--- src/rtl/display_pkg.sv ---
// display_pkg: shared constants and types for the 7-segment scan controller.
//   NDIG_DEFAULT  default digit count
//   SEG_OFF       segment bus with every segment and the dp dark
//   SEG_DP_ONLY   segment bus with only the dp lit
//   DIG_OFF_BIT   level of an inactive digit enable (enables are active low)
//   SEG_TABLE     hex nibble -> {a,b,c,d,e,f,g,dp}, active low, dp dark
//   phase_t       position of the scan counter within a digit slot
package display_pkg;

    localparam int unsigned NDIG_DEFAULT = 8;

    localparam logic [7:0] SEG_OFF     = 8'hFF;
    localparam logic [7:0] SEG_DP_ONLY = 8'hFE;
    localparam logic       DIG_OFF_BIT = 1'b1;

    localparam logic [7:0] SEG_TABLE [16] = '{
        8'h03, 8'h9F, 8'h25, 8'h0D,   // 0 1 2 3
        8'h99, 8'h49, 8'h41, 8'h1F,   // 4 5 6 7
        8'h01, 8'h09, 8'h11, 8'hC1,   // 8 9 A b
        8'h63, 8'h85, 8'h61, 8'h71    // C d E F
    };

    typedef enum logic [1:0] {
        PH_BLANK,
        PH_ON,
        PH_OFF
    } phase_t;

endpackage

--- src/rtl/hex_to_seg.sv ---
// hex_to_seg: combinational hex nibble to 7-segment decoder.
//   nib  in   4  hex value
//   seg  out  7  {a,b,c,d,e,f,g}, active low
module hex_to_seg
    import display_pkg::*;
(
    input  logic [3:0] nib,
    output logic [6:0] seg
);

    always_comb begin
        seg = SEG_TABLE[nib][7:1];
    end

endmodule

--- src/rtl/display_scan_ctrl.sv ---
// display_scan_ctrl: multiplexed 7-segment display scan scheduler.
// Scans NDIG digits right to left, one slot of TICK_DIV cycles each. Every
// slot opens with a BLANK_CYC dark gap, then lights the digit for
// (brightness+1)*STEP cycles, then stays dark for the rest of the slot.
// All display inputs are sampled once per frame so a frame never tears.
//   clk5        in   1       scan clock
//   rstn        in   1       asynchronous active-low reset
//   enable      in   1       1 = scan runs, 0 = dark and held at frame start
//   dispVal     in   4*NDIG  hex nibbles, [3:0] is digit 0 (rightmost)
//   dpMask      in   NDIG    decimal point per digit
//   brightness  in   4       on-time quantum count minus one
//   lzSuppress  in   1       blank leading zero digits
//   digit       out  NDIG    digit enables, active low
//   segment     out  8       {a,b,c,d,e,f,g,dp}, active low
//   frameStart  out  1       high in the cycle the frame is captured
module display_scan_ctrl
    import display_pkg::*;
#(
    parameter int unsigned NDIG      = NDIG_DEFAULT,
    parameter int unsigned TICK_DIV  = 5000,
    parameter int unsigned BLANK_CYC = 250
) (
    input  logic              clk5,
    input  logic              rstn,
    input  logic              enable,
    input  logic [4*NDIG-1:0] dispVal,
    input  logic [NDIG-1:0]   dpMask,
    input  logic [3:0]        brightness,
    input  logic              lzSuppress,
    output logic [NDIG-1:0]   digit,
    output logic [7:0]        segment,
    output logic              frameStart
);

    localparam int unsigned STEP = (TICK_DIV - BLANK_CYC) / 16;
    localparam int unsigned CW   = $clog2(TICK_DIV);
    localparam int unsigned IW   = (NDIG > 1) ? $clog2(NDIG) : 1;

    logic [CW-1:0]     cnt;
    logic [IW-1:0]     idx;
    logic              capture;

    logic [4*NDIG-1:0] sh_val;
    logic [NDIG-1:0]   sh_dp;
    logic [3:0]        sh_bright;
    logic              sh_lz;

    logic [NDIG-1:0]   lz_mask;
    logic [NDIG-1:0]   lz_mask_d;
    logic              zero_run;

    logic [3:0]        nib;
    logic              dp_bit;
    logic              lz_bit;
    logic [6:0]        seg7;
    logic [CW:0]       on_end;
    phase_t            phase;

    logic [NDIG-1:0]   digit_d;
    logic [7:0]        segment_d;

    assign capture = enable && (cnt == '0) && (idx == '0);

    // Counters rest at frame start during reset, so the pulse is also gated
    // by rstn to keep it low while reset is held.
    assign frameStart = rstn && capture;

    // Prescaler and digit index.
    always_ff @(posedge clk5 or negedge rstn) begin
        if (!rstn) begin
            cnt <= '0;
            idx <= '0;
        end else if (!enable) begin
            cnt <= '0;
            idx <= '0;
        end else if (cnt == CW'(TICK_DIV - 1)) begin
            cnt <= '0;
            idx <= (idx == IW'(NDIG - 1)) ? '0 : idx + IW'(1);
        end else begin
            cnt <= cnt + CW'(1);
        end
    end

    // Per-frame shadow copy of every display input.
    always_ff @(posedge clk5 or negedge rstn) begin
        if (!rstn) begin
            sh_val    <= '0;
            sh_dp     <= '0;
            sh_bright <= '0;
            sh_lz     <= 1'b0;
        end else if (capture) begin
            sh_val    <= dispVal;
            sh_dp     <= dpMask;
            sh_bright <= brightness;
            sh_lz     <= lzSuppress;
        end
    end

    // Digit i is a leading zero when nibbles NDIG-1 down to i are all zero.
    // Digit 0 is never flagged. The registered mask settles within the
    // blanking gap of slot 0, before any digit is lit.
    always_comb begin
        lz_mask_d = '0;
        zero_run  = 1'b1;
        for (int unsigned i = NDIG - 1; i >= 1; i--) begin
            zero_run     = zero_run && (sh_val[4*i +: 4] == 4'h0);
            lz_mask_d[i] = zero_run;
        end
    end

    always_ff @(posedge clk5 or negedge rstn) begin
        if (!rstn) begin
            lz_mask <= '0;
        end else begin
            lz_mask <= lz_mask_d;
        end
    end

    // Select the shadow data for the digit currently being scanned.
    always_comb begin
        nib    = '0;
        dp_bit = 1'b0;
        lz_bit = 1'b0;
        for (int unsigned i = 0; i < NDIG; i++) begin
            if (idx == IW'(i)) begin
                nib    = sh_val[4*i +: 4];
                dp_bit = sh_dp[i];
                lz_bit = lz_mask[i];
            end
        end
    end

    hex_to_seg u_hex_to_seg (
        .nib (nib),
        .seg (seg7)
    );

    always_comb begin
        on_end = (CW+1)'(BLANK_CYC + (32'(sh_bright) + 32'd1) * STEP);
        if (cnt < CW'(BLANK_CYC)) begin
            phase = PH_BLANK;
        end else if ({1'b0, cnt} < on_end) begin
            phase = PH_ON;
        end else begin
            phase = PH_OFF;
        end
    end

    // A suppressed digit still shows its dp when requested; otherwise it
    // stays fully dark, enable included.
    always_comb begin
        digit_d   = {NDIG{DIG_OFF_BIT}};
        segment_d = SEG_OFF;
        if (enable && (phase == PH_ON)) begin
            if (!(sh_lz && lz_bit)) begin
                digit_d[idx] = ~DIG_OFF_BIT;
                segment_d    = {seg7, ~dp_bit};
            end else if (dp_bit) begin
                digit_d[idx] = ~DIG_OFF_BIT;
                segment_d    = SEG_DP_ONLY;
            end
        end
    end

    always_ff @(posedge clk5 or negedge rstn) begin
        if (!rstn) begin
            digit   <= {NDIG{DIG_OFF_BIT}};
            segment <= SEG_OFF;
        end else begin
            digit   <= digit_d;
            segment <= segment_d;
        end
    end

endmodule

--- config.mk ---
export PLATFORM = sky130hd
export DESIGN_NAME = display_scan_ctrl
export DESIGN_NICKNAME = d
export VERILOG_FILES = /design/src/rtl/display_pkg.sv /design/src/rtl/hex_to_seg.sv /design/src/rtl/display_scan_ctrl.sv
export SDC_FILE = /design/constraint.sdc
export NUM_CORES = 1
export LEC_CHECK = 0
export BUFFER_PORTS_ARGS = -buffer_cell sky130_fd_sc_hd__clkbuf_2
export CAP_MARGIN = 20
export CORE_AREA = 2 2 99 110
export DETAILED_ROUTE_END_ITERATION = 12
export DIE_AREA = 0 0 101 112
export PLACE_DENSITY = 0.68
export SYNTH_ARGS = -nofsm -noshare
export SYNTH_HDL_FRONTEND = slang
export SYNTH_SLANG_ARGS = --single-unit
--- constraint.sdc ---
create_clock -name clk5 -period 11.65 [get_ports clk5]
set_input_delay 1.7475 -clock clk5 [delete_from_list [all_inputs] [get_ports clk5]]
set_output_delay 1.7475 -clock clk5 [all_outputs]
set_load 0.01 [all_outputs]
==> impl_results.md, run 1 <==
* Leakage at 2.525 nW
* Mux contribution to synthesized area at 0.1076
* Synth Area in XOR/XNOR at 0.04552
* Layout cell share with drive strength beyond 1 at 0.2801
* Clk slew on worst S/H paths at 0.06 ns
* Hold Slack at 0.4950 ns
* RSZ-0062 raised after global routing: false
* NetSw at 379.7 uW
* Fin Clk Skew at 0.007176 ns
* Worst Hold Class: flop to flop
* Initial antenna violation count at 0
* Power consumption at 1.056 mW
* Finished Cell Area at 5649 um2
* Max stage delay on crit path at 0.56 ns
* Die footprint at 11310 um2
* Int Pwr at 675.9 uW
* Yosys top cell by area: dfrtp_1
* Root Driver: clkbuf_16
* First-pass GRT wire length at 17.95 mm
* Sw frac at 0.3597
* Vias/cell at 5.621
* Routed len/inst at 15.88 um
* Asr flop ratio synth at 1.000
* Largest family of logic cells by synthesized area: simple AND/OR/NAND/NOR gates
* Setup crit start kind: flop
* #FFs+latches synth at 84
* Post-Place Worst Slack at 6.499 ns
* Crit-path cells: ha_1, nand3_1, inv_1, ha_1, ha_1, ha_1, ha_1, a21bo_1, a221oi_1, o22ai_1, xnor2_1, ha_1, nand3_1, nor2_1, a2111oi_0, o21ai_0, o221ai_2, and3_1, o211ai_2
* Via count at 3721
* CTS buffer count at 9
* Slew Limit Fails at 0
* Initial Util at 0.4882
* Crit path setup slack, layout at 6.507 ns
* Gr usage total at 0.1995
* Hold Vio Cnt, Final at 0
* Residual DRC at 0
* Mapped Area at 5002 um2
* Cts hold-fix bufs at 0
* CTS tree: yes
* Share of the synthesized area in the top cell type at 0.3402
* Most common cell on crit path: ha_1
* DP Area at 5336 um2
* H-tree levels at 3
* Main flop type after synthesis: dfrtp_1
* Logic pwr share at 0.398
* Crit path kind: flop to flop
* Clock share of power at 0.256
* Number of port buffers at 64
* Synth-to-Final Area Change at 12.93%
* Chip Width at 101 um
* Seq pwr share at 0.346
* Number of nets with antenna violations after routing at 0
* Tmin final at 5.143 ns
* Maximum fanout along the worst path at 10
* Total gr overflow at 0
* Antenna diodes at 0
* Netlist cell types at 64
* Synth cell count leaders: dfrtp_1 (68), mux2_2 (39), ha_1 (38)
* Post-route insts no fill at 662
* Status: finished, final reports clean
* Total setup buffers inserted after CTS at 0
* CTS Buffer Depth at 2
* Avg Inst Size Synth at 10.40 um2
* Final Util at 0.5513
* EDFF count, synth at 0
* Largest cells by area after synthesis: dfrtp_1 (34%), ha_1 (9.5%), mux2_2 (8.8%), dfstp_2 (8.4%), nand2_1 (2.7%)
* Clk_lat worst skew at 0.34 ns
* Slew Limit Headroom at 0.2945
* Crit-path slowest cell: a2111oi_0
* Initial drt markers at 168
* Vias in the first global route at 3869
* Critical Path RT at 11.89 ns
* Slew @ Worst Pin at 1.058 ns
* Die height at 112 um
* Nets at 620
* Hpwl dp at 7.639 mm
* Core Footprint at 10250 um2
* Area share of fa/ha/maj cells after synthesis at 0.09505
* Simple-Gate Fraction of Synth Area at 0.1493
* Placed insts at 645
* Worst setup EP type: flop
* Max Clk Rate at 0.1944 GHz
* Site Rows at 39
* Register area share after synthesis at 0.4242
* Crit path DAT at 5.38 ns
* Fin crit share at 0.4415
* Resize count post-CTS at 0
* Drt pass-1 iters at 4
* Num Clock Sinks at 84
* Routability Congestion at 0.8733
* Post-synth net total at 567
* Cell count after synthesis at 481
* Cell Pwr Density at 186.9 nW/um2
* VDD IR max at 115.7 uV
* I/O pin cnt at 65
* Yosys warns at 0
* Post-synthesis compound-gate area fraction at 0.1301
* Pin count of the biggest net entering global routing at 86
* Total wire length at 10.52 mm
* Top-count cell post-synth: dfrtp_1
* Maximum capacitance violations at 0
* Setup violations, final at 0
* Setup Total Neg Slack at 0 ns
==> power by group through the flow <==
stage	Combinational, mW	Clock (mW)	Sequential, mW
after floorplan	0.341	0	0.357
after detailed placement	0.418	0	0.370
after CTS	0.421	0.277	0.366
final	0.420	0.270	0.365
after global routing	0.473	0.289	0.371
after global placement	0.404	0	0.368
==> area by class of cell <==
cell class | count | area, um2
multi-input cells | 348 | 2640
clock inverters | 6 | 46.29
repair buffers | 65 | 350.3
flip-flops and latches | 84 | 2122
well taps | 123 | 153.9
clock buffers | 10 | 239.0
inverters | 26 | 97.59
fillers | 935 | 4598
==> placed cells by master, fill, tap and decap left out, types with 16 or more instances in the layout <==
cell type / n
clkbuf_2: 63
nand2_1: 36
ha_1: 38
dfrtp_1: 68
mux2_2: 39
nand3_1: 19
dfstp_2: 16
inv_1: 25
a21oi_1: 23
nor2_1: 32
==> registers in the layout, indices dropped and copies added, names as in the netlist <==
| signal | cells |
|---|---|
| idx | 3 |
| cnt | 13 |
| sh_val | 32 |
| segment | 8 |
| sh_dp | 8 |
| sh_bright | 4 |
| digit | 8 |
| lz_mask | 7 |
| sh_lz | 1 |
==> per-layer routing <==
layer,part of all wire,global-route usage,vias up
met2,0.51,0.3364,71
met5,0,0,-
met3,0.032,0.03829,24
li1,-,-,1825
met4,0.027,0.08288,0
met1,0.43,0.2492,1801
==> path summary, 6_finish.rpt <==
| path | to | cells after the start | slack (ns) | from |
|---|---|---|---|---|
| setup / recovery | segment[3] | 19 | 6.51 | sh_bright[0] |
| hold / removal | sh_val[12] | 1 | 0.50 | sh_val[12] |
| setup reg to reg | segment[3] | 19 | 6.51 | sh_bright[0] |
| hold reg to reg | sh_val[12] | 1 | 0.50 | sh_val[12] |
| max in group asynchronous | segment[4] | 2 | 9.80 | rstn |
| min in group asynchronous | cnt[3] | 1 | 1.23 | rstn |
==> cell families (layout without fill, tap and decap cells) <==
family | after synthesis | in the layout
simple gates | 147 | 147
compound gates | 89 | 89
flops | 84 | 84
buf+inv | 49 | 107
mux | 48 | 48
fa+ha+maj | 38 | 38
xor+xnor | 26 | 26
==> worst max-delay path: cells and delay by family (launching register included) <==
family	cells	cell delay (ns)
XOR/XNOR	1	0.19
AND/OR/NAND/NOR	4	0.80
adder cells (fa/ha/maj)	6	1.79
AO/OA/AOI/OAI	7	1.73
buffers and inverters	1	0.09
flip-flops	1	0.42
(Power assumes the default switching activity.)
==> run 2, diff against run 1 <==
--- a/config.mk
+++ b/config.mk
@@ -10,7 +10,7 @@
 export CORE_AREA = 2 2 99 110
 export DETAILED_ROUTE_END_ITERATION = 12
 export DIE_AREA = 0 0 101 112
-export PLACE_DENSITY = 0.68
+export PLACE_DENSITY = 0.7
 export SYNTH_ARGS = -nofsm -noshare
 export SYNTH_HDL_FRONTEND = slang
 export SYNTH_SLANG_ARGS = --single-unit
==> constraint.sdc (replaced) <==
create_clock -name clk5 -period 4.7 [get_ports clk5]
set_input_delay 0.705 -clock clk5 [delete_from_list [all_inputs] [get_ports clk5]]
set_output_delay 0.705 -clock clk5 [all_outputs]
set_load 0.01 [all_outputs]
==> run 2 against run 1 <==
  * Clock skew increased by 0.0015 ns
  * Combinational power rose to 2.6 times the previous value
  * Via count grew 2.4%
  * Highest routed layer unchanged
  * Design area grew 2.4%
  * Critical endpoint is now segment[7]
==> impl_results.md, run 2 (synthesized netlist as in run 1, its figures left out) <==
* Hpwl dp at 7.628 mm
* Max Clk Rate at 0.2260 GHz
* Post-Place Worst Slack at -0.009484 ns
* Worst Hold Class: input port to async pin
* Storage cell area at 2122 um2
* Crit path DAT at 4.68 ns
* M2 GR Usage at 0.3444
* Antenna diodes at 0
* H-tree levels at 3
* Clk_lat worst skew at 0.34 ns
* Multi-input logic area at 2664 um2
* Num Clock Sinks at 84
* Power consumption at 2.802 mW
* Layout cell share with drive strength beyond 1 at 0.2980
* Total wire length at 10.77 mm
* Fin Clk Skew at 0.008699 ns
* Die footprint at 11310 um2
* CTS tree: yes
* Setup crit start kind: flop
* Synth-to-Final Area Change at 15.68%
* Nets at 628
* Flop2flop setup slack at 0.28 ns
* Die height at 112 um
* Crit path kind: flop to flop
* Maximum fanout along the worst path at 7
* Total setup buffers inserted after CTS at 0
* CTS Buffer Depth at 2
* Max reg flops at 32
* Routed len/inst at 16.07 um
* Top flop regs: sh_val x32, cnt x13
* I/O pin cnt at 65
* Slew Limit Headroom at 0.2997
* Worst r2r path cells at 19
* Routability Congestion at 0.9013
* Total gr overflow at 0
* GRT busiest layer: met2
* Via count at 3809
* Vias/cell at 5.685
* First-pass GRT wire length at 18.04 mm
* Biggest register: sh_val
* Initial drt markers at 256
* Chip Width at 101 um
* Drt pass-1 iters at 5
* Hold Vio Cnt, Final at 0
* Cts hold-fix bufs at 0
* Leakage at 2.594 nW
* VDD IR max at 232.0 uV
* Fin crit share at 0.9415
* Site Rows at 39
* Reg2reg start: sh_bright[0]
* Setup violations, final at 0
* Clk slew on worst S/H paths at 0.06 ns
* DP Area at 5396 um2
* Worst setup EP type: flop
* CTS buffer count at 9
* Maximum capacitance violations at 0
* Residual DRC at 0
* Core Footprint at 10250 um2
* Initial Util at 0.4882
* Gr usage total at 0.2011
* Critical Path RT at 4.95 ns
* Finished Cell Area at 5787 um2
* Cell Pwr Density at 484.1 nW/um2
* RSZ-0062 raised after global routing: false
* Tmin final at 4.425 ns
* Number of nets with antenna violations after routing at 0
* Most frequent cells in the layout: dfrtp_1 (68), clkbuf_2 (63), mux2_2 (39), ha_1 (37), nand2_1 (36)
* Crit path setup slack, layout at 0.2751 ns
* Met1 Use GR at 0.2517
* Most common cell after layout, fill and taps aside: dfrtp_1
* Met3 global-route usage at 0.04206
* Vias in the first global route at 3864
* Hold Slack at 0.2940 ns
* Reg-to-reg critical path endpoint: segment[7]
* Number of port buffers at 64
* Status: finished, final reports clean
* Root Driver: clkbuf_16
* Fillers at 904
* Slew Limit Fails at 0
* Initial antenna violation count at 0
* Slew @ Worst Pin at 1.050 ns
* Pin count of the biggest net entering global routing at 85
-- run 2: how the worst max path moves through the flow --
stage / from / endpoint / slack, ns / cells after the start
2_1_floorplan: sh_bright[1] / segment[7] / 0.38 / 22
3_3_place_gp: sh_bright[1] / segment[7] / 0.17 / 18
3_5_place_dp: sh_bright[1] / segment[7] / -0.009 / 19
4_1_cts: sh_bright[0] / segment[7] / 0.06 / 19
5_1_grt: sh_bright[0] / segment[5] / 0.006 / 18
6_report: sh_bright[0] / segment[7] / 0.28 / 19
-- run 2: worst max-delay path, stage by stage (launching register included) --
cell       delay (ns)
dfrtp_1          0.42
ha_1             0.26
xor2_2           0.21
ha_1             0.22
ha_1             0.28
ha_1             0.28
ha_2             0.38
buf_4            0.16
nor2b_1          0.06
a311oi_1         0.28
o22ai_1          0.12
xnor2_1          0.15
ha_1             0.31
nand3_1          0.12
nor2_1           0.06
a2111oi_2        0.34
o21ai_0          0.17
o221ai_2         0.11
and3_4           0.30
o311ai_4         0.10
-- run 2: through the flow --
step | cells | util | TNS [ns]
floorplan | 481 | - | 0
finish | 670 | 0.5647 | 0
global route | 670 | 0.5647 | 0
detailed placement | 653 | 0.5266 | -0.009484
CTS | 669 | 0.5598 | 0
global placement | 653 | 0.5266 | 0
-- run 2: timing repair --
item,4_1_cts,5_1_grt
setup endpoints to repair,7,15
pin swaps,0,1
resized for setup,1,6
-- run 2: layout make-up --
cell class	count	area share
Sequential cell	84	0.3667
Inverter	26	0.01686
Multi-Input combinational cell	348	0.4603
Timing Repair Buffer	73	0.07092
Clock inverter	3	0.01189
Tap cell	123	0.02659
Clock buffer	13	0.04670
-- run 2: report_power, final --
group          internal, mW  switching [mW]
registers             0.823          0.0828
logic                 0.518           0.582
clock network         0.510           0.286
-- run 2: routing by layer --
| layer | wire (um) | vias up |
|---|---|---|
| met5 | 0 | - |
| met4 | 186 | 0 |
| met3 | 450 | 14 |
| met2 | 5508 | 100 |
| met1 | 4622 | 1858 |
| li1 | - | 1837 |
